`config.mk`:
```
export PLATFORM = sky130hd
export DESIGN_NAME = mod_counter_chain
export DESIGN_NICKNAME = d
export VERILOG_FILES = /design/src/rtl/mod_counter_chain.sv
export SDC_FILE = /design/constraint.sdc
export NUM_CORES = 1
export LEC_CHECK = 0
export BUFFER_PORTS_ARGS = -buffer_cell sky130_fd_sc_hd__clkbuf_2
export CAP_MARGIN = 20
export CORE_MARGIN = 2
export CORE_UTILIZATION = 49
export CTS_CLUSTER_SIZE = 30
export DETAILED_ROUTE_END_ITERATION = 8
export GPL_TIMING_DRIVEN = 0
export HOLD_SLACK_MARGIN = 0.03
export PLACE_DENSITY = 0.77
export SETUP_SLACK_MARGIN = 0.05
export SYNTH_ARGS = -nofsm -noshare
export SYNTH_HDL_FRONTEND = slang
export SYNTH_SLANG_ARGS = --single-unit
```
`constraint.sdc`:
```
create_clock -name slowclk -period 1.6 [get_ports slowclk]
set_input_delay 0.16 -clock slowclk [delete_from_list [all_inputs] [get_ports slowclk]]
set_output_delay 0.16 -clock slowclk [all_outputs]
set_load 0.01 [all_outputs]
```
`src/rtl/mod_counter_chain.sv`:
```
// Cascaded modulo-MODULUS up/down counter with DIGITS digits, parallel load and carry/borrow chaining.
// Optional build macro COUNTER_SATURATE_EN: hold at the full-chain terminal instead of wrapping.
module mod_counter_chain #(
  parameter int DIGITS  = 2,
  parameter int MODULUS = 10,
  parameter int WIDTH   = 4
) (
  input  logic                    slowclk,
  input  logic                    rst,
  input  logic                    en,
  input  logic                    up,
  input  logic                    load,
  input  logic [DIGITS*WIDTH-1:0] load_val,
  output logic [DIGITS*WIDTH-1:0] count_out,
  output logic                    tc_out,
  output logic                    wrap_pulse
);

  localparam logic [WIDTH-1:0] TOP_VAL  = WIDTH'(MODULUS - 1);
  localparam logic [WIDTH-1:0] ZERO_VAL = {WIDTH{1'b0}};
  localparam logic [WIDTH-1:0] ONE_VAL  = WIDTH'(1);

  if (DIGITS < 1 || MODULUS < 2 || (2 ** WIDTH) < MODULUS) begin : g_param_check
    $error("mod_counter_chain: illegal DIGITS/MODULUS/WIDTH combination");
  end

  // One modulo step of a single digit; wrap is local, the carry travels via the terminal chain.
  function automatic logic [WIDTH-1:0] step_digit(input logic [WIDTH-1:0] d,
                                                  input logic dir_up);
    logic [WIDTH-1:0] r;
    if (dir_up) begin
      if (d == TOP_VAL) r = ZERO_VAL;
      else              r = d + ONE_VAL;
    end else begin
      if (d == ZERO_VAL) r = TOP_VAL;
      else               r = d - ONE_VAL;
    end
    return r;
  endfunction

  function automatic logic [WIDTH-1:0] clamp_digit(input logic [WIDTH-1:0] d);
    logic [WIDTH-1:0] r;
    if (d > TOP_VAL) r = TOP_VAL;
    else             r = d;
    return r;
  endfunction

  logic [DIGITS-1:0][WIDTH-1:0] digit_r;
  logic [DIGITS-1:0][WIDTH-1:0] digit_nxt_s;
  logic [DIGITS-1:0]            chain_s;
  logic                         all_term_s;
  logic                         wrap_nxt_s;
  logic                         wrap_r;

  // Terminal chain: chain_s[i] is set when every digit below i sits at its terminal value.
  always_comb begin
    logic run_s;
    run_s   = 1'b1;
    chain_s = {DIGITS{1'b0}};
    for (int i = 0; i < DIGITS; i++) begin
      chain_s[i] = run_s;
      if (up) run_s = run_s & (digit_r[i] == TOP_VAL);
      else    run_s = run_s & (digit_r[i] == ZERO_VAL);
    end
    all_term_s = run_s;
  end

  assign tc_out = en & all_term_s;

  // Next-state selection: load beats count, count beats hold; reset is applied in the register.
  always_comb begin
    digit_nxt_s = digit_r;
    wrap_nxt_s  = 1'b0;
    if (load) begin
      for (int i = 0; i < DIGITS; i++) begin
        digit_nxt_s[i] = clamp_digit(load_val[i*WIDTH +: WIDTH]);
      end
    end else if (en) begin
`ifdef COUNTER_SATURATE_EN
      if (all_term_s) begin
        digit_nxt_s = digit_r;
      end else begin
        for (int i = 0; i < DIGITS; i++) begin
          if (chain_s[i]) digit_nxt_s[i] = step_digit(digit_r[i], up);
          else            digit_nxt_s[i] = digit_r[i];
        end
      end
      wrap_nxt_s = 1'b0;
`else
      for (int i = 0; i < DIGITS; i++) begin
        if (chain_s[i]) digit_nxt_s[i] = step_digit(digit_r[i], up);
        else            digit_nxt_s[i] = digit_r[i];
      end
      wrap_nxt_s = all_term_s;
`endif
    end else begin
      digit_nxt_s = digit_r;
      wrap_nxt_s  = 1'b0;
    end
  end

  // State register with synchronous reset.
  always_ff @(posedge slowclk) begin
    if (rst) begin
      digit_r <= {(DIGITS*WIDTH){1'b0}};
      wrap_r  <= 1'b0;
    end else begin
      digit_r <= digit_nxt_s;
      wrap_r  <= wrap_nxt_s;
    end
  end

  assign count_out  = digit_r;
  assign wrap_pulse = wrap_r;

endmodule

```
# [After elaboration in Yosys (flattened, before gate mapping)]
# Cells that the tools add are included.
[classes] eq_ne=2 reduce_logical=6 n_bitwise=4 magnitude_cmp=2 n_addsub=4 muxes=13
[op_table] cell="2-to-1 mux 4 bit" count=9
[op_table] cell="2-to-1 mux 8 bit" count=2
[op_table] cell="adder 4 x 1 -> 4 bit, second input constant" count=2
[op_table] cell="== test 4 bit, second input constant" count=2
[op_table] cell="greater-than comparator 4 bit, second input constant" count=2
[op_table] cell="logical NOT 4 bit" count=2
[op_table] cell="subtractor 4 x 1 -> 4 bit, second input constant" count=2
[op_table] cell="nonzero test 2 bit" count=2
[op_table] cell="AND 1 bit" count=3
[op_table] cell="OR reduction 3 bit" count=1
[op_table] cell="2-to-1 mux 1 bit" count=2
[op_table] cell="AND reduction 2 bit" count=1
[op_table] cell="NOT 1 bit" count=1
[totals] regBits=9 wordCells=34 inputBits=13 out_inout_bits=10

# [Logic depth before layout (Yosys ltp)]
[logic_depth] word_depth=6 mapped_depth=5 mapped_depth_nobuf=4

# [Least setup slack after synthesis]
# Ideal clock, no wire load.
[synth_path] kind="register -> register" start="reg digit_r (netlist bit count_out[0])" end="reg wrap_r, in the netlist wrap_pulse" path_buffers=1 path_stages_with_launch=6 required_ps=1520 slack_ps=11 arrival_time_ps=1509 period_less_slack_ps=1589 setup_time_ps=80 cell_sequence="dfxtp_1 > buf_6 > and3_1 > o211ai_4 > nor4_1 > nor3b_1"
[synth_between] elab_chain_cells=4 word_cells_on_any_way=6 classes_between="eq/ne (1); mux (2); bitwise (2); reduce/logical (1)"
[synth_rtl] item="start, declared" line="48" rtl="logic [DIGITS-1:0][WIDTH-1:0] digit_r;"
[synth_rtl] item="start signal, assigned" line="105" rtl="digit_r <= {(DIGITS*WIDTH){1'b0}};"
[synth_rtl] item="start signal, assigned" line="108" rtl="digit_r <= digit_nxt_s;"
[synth_rtl] item="== test 4 bit or logical NOT 4 bit (tied branches)" line="62, 63"
[synth_rtl] item="2-to-1 mux 1 bit *" line="62" rtl="if (up) run_s = run_s & (digit_r[i] == TOP_VAL);"
[synth_rtl] item="AND 1 bit (on tied branches)" line="63, 62"
[synth_rtl] item="2-to-1 mux 1 bit *" line="62"
[synth_rtl] item="end signal, assigned" line="109" rtl="wrap_r <= wrap_nxt_s;"
[synth_rtl] item="end, declared" line="53" rtl="logic wrap_r;"
# Mark *: on every way between the ends. The rest lies on a longest branch, timed or not.
# A chain may end at the register's enable or synchronous reset.

# [Worst setup path in the final report]
[layout_path] start="reg digit_r (netlist bit count_out[0])" end="out tc_out"
[layout_between] elab_chain_cells=5 word_cells_on_any_way=7 classes_between="eq/ne (1); mux (2); bitwise (3); reduce/logical (1)"
[layout_rtl] item="== test 4 bit or logical NOT 4 bit (tied branches)" line="62, 63"
[layout_rtl] item="2-to-1 mux 1 bit *" line="62"
[layout_rtl] item="AND 1 bit (on tied branches)" line="63, 62"
[layout_rtl] item="2-to-1 mux 1 bit *" line="62"
[layout_rtl] item="AND 1 bit *" line="68" rtl="assign tc_out = en & all_term_s;"
[layout_rtl] item="end, declared" line="15" rtl="output logic tc_out,"
# Marks and branches as above.

==> flow_summary.toml <==
[drt]
first_iter_violations = 13
drc = 0
dr.pass1.iters = 4
post_drt_wl_per_cell_um = 13.63
via_per_inst = 5.978
routed_wl_um = 1894
vias = 831
antenna_left = 0

[global_routing]
overflow = 0
grt_max_degree = 11
grt_first_pass_wirelength_um = 3008
grt_pass1_vias = 721
grt_use_total = 0.2165
grt_antenna_before_repair = 0

[setup_path]
cpPeakStageDelay_ps = 330
cp-end-kind = "output port"
crit_chain = "buf_6 > nor3_4 > o211ai_4 > nor4_4 > buf_2"
arrival_ps = 1410
worst_path_max_delay_cell = "dfxtp_2"
cp-start-kind = "flop"
rrSetupSlack_ps = 70
cp_top_family = "simple AND/OR/NAND/NOR gates"
cp.required_ps = 1440
cp_max_fo = 6
reg2reg_from = "count_out[0]"
setup.worst_path.class = "flop to output port"
crit_start = "count_out[0]"
r2r_end = "count_out[2]"
worstPathBufferInverterCount = 2
rr_worst_depth = 6

[sta]
skew_ps = 2.587
slew_headroom = 0.7197
max_slew.worst_pin.slew_ps = 420.5
rsz0062_at_grt = "true"
setup_tns_ps = 0
drv_slew = 0
fmax_mhz = 638.7
timing.hold.ws_ps = 146.7
post-route-min-period_ps = 1566
finalSetupViolCount = 0
period_share = 0.9786
hold_viol_final = 0

[clock_network]
clockBufferDepth = 2
path_clk_slew_ps = 70
h-tree-depth = 1
cts.sinks = 9
cts-buffers-inserted = 3
tritoncts = "built"
root_buffer = "clkbuf_4"
clk-insertion-delay-late_ps = 260

[finish]
fillerInstances = 110
layout.area.seq_um2 = 183.9
syn2layout_area_growth_pct = 35.91
final_cell_mix = "clkbuf_2 (19), buf_4 (7), a21oi_1 (7)"
drive_above_1_share = 0.4113
antenna_cells = 0
multi_input_area_um2 = 541.8
final_nets = 138
final_common_cell = "clkbuf_2"

[floorplan]
ios = 23
initial_core_util = 0.5394
dieHeight_um = 42.55
core-area_um2 = 1350
std_cell_rows = 13
fp.dieArea_um2 = 1811
die_w_um = 42.55

[yosys]
synth_nets = 107
async_flop_share = 0
netlist_area_um2 = 728.2
syn_inst = 94
synth_ff_type = "dfxtp_1"
synth-edff-count = 0
synth.ff_latch_count = 9
synth_seq_area_share = 0.2474
avgSynthCellArea_um2 = 7.747
synth_top_area_share = 0.2474
ys_types = 43
ys_warn_count = 0
synth.area.top_cells = "dfxtp_1 (25%), a21oi_1 (4.8%), a221oi_1 (3.6%)"
synth_top_cell_by_area = "dfxtp_1"

[hold_path]
hp-class = "input port to flop"
hold_end = "count_out[5]"
hold_depth = 3
min_from = "load_val[5]"

[run_status]
outcome = "completed"

[pwr]
power.density_nw_per_um2 = 694.4
max-vdd-ir-drop_v = 0.0004842
p_leak_uw = 0.0004003

[placement]
hpwl_um = 1318
gp_congestion = 0.7920
io_buffers = 20

[flow_run]
cap_violations = 0
==> how the worst max path moves through the flow <==
| stage | endpoint | slack (ps) | cells past startpoint |
|---|---|---|---|
| 2_1_floorplan | count_out[5] | 120 | 5 |
| 3_3_place_gp | count_out[5] | 100 | 4 |
| 3_5_place_dp | count_out[5] | 70 | 5 |
| 4_1_cts | tc_out | 30 | 5 |
| 5_1_grt | tc_out | -40 | 5 |
| 6_report | tc_out | 30 | 5 |
==> power by group <==
part	internal (uW)	total, uW	switching (uW)
registers	241	256	15.2
clock network	96.4	184	87.5
logic	116	247	132
==> Yosys cell counts (all sizes together) (3+ instances only) <==
master,n
a21oi,7
a221oi,3
a31oi,3
and2,3
buf,8
dfxtp,9
inv,3
nand2,6
nor2,5
nor3,6
nor4,3
o211ai,3
o21ai,5
xnor2,3
==> metrics by stage <==
step | worst slack, ps | instance area, um^2 | power (uW) | util | cells
4_1_cts | 31.19 | 938.4 | 659.9 | 0.6951 | 137
3_3_place_gp | 101.7 | 853.3 | 457.1 | 0.6321 | 129
5_1_grt | -43.89 | 989.7 | 726.4 | 0.7331 | 139
2_1_floorplan | 118.1 | 734.5 | 402.6 | - | 94
6_report | 34.30 | 989.7 | 687.3 | 0.7331 | 139
3_5_place_dp | 71.91 | 853.3 | 462.1 | 0.6321 | 129
==> state kept, by name (all words and copies together), names as in the netlist <==
register    flops
count_out       8
wrap_pulse      1
==> logic make-up (layout without fill, tap and decap cells) <==
| family | Yosys count | count (layout) | synth area share |
|---|---|---|---|
| buf+inv | 13 | 43 | 0.09964 |
| simple gates | 35 | 35 | 0.2698 |
| xor+xnor | 4 | 4 | 0.04812 |
| compound gates | 32 | 32 | 0.3213 |
| mux | 1 | 1 | 0.01375 |
| flops | 9 | 9 | 0.2474 |
==> worst reg2reg max path, stage by stage, from the launching register on <==
cell       delay (ps)
dfxtp_2           330
buf_6             130
buf_4             130
and2_1            170
a21oi_1           180
a221oi_1          100
a2111oi_1         370
==> metal layers <==
layer	track usage	part of all wire	vias to the layer above
li1	-	-	414
met1	0.2447	0.43	384
met2	0.4031	0.51	29
met3	0.06466	0.050	4
met4	0.03125	0.012	0
met5	0	0	-
==> repair_timing <==
action / in CTS / in global routing
hold buffers: 0 / 0
gates cloned: 0 / 0
pin swaps: 2 / 4
gates resized for setup: 8 / 10
endpoints found under the setup margin: 2 / 7
setup buffers: 4 / 2
==> cell type report <==
cell class / count / share of cell area
multi-input cells: 72 / 0.5474
inverters: 4 / 0.01517
clock buffers: 4 / 0.02655
well taps: 15 / 0.01896
flip-flops and latches: 9 / 0.1858
repair buffers: 26 / 0.1466
plain buffers: 9 / 0.05942
Note: power is estimated with default switching activity, not from simulation.
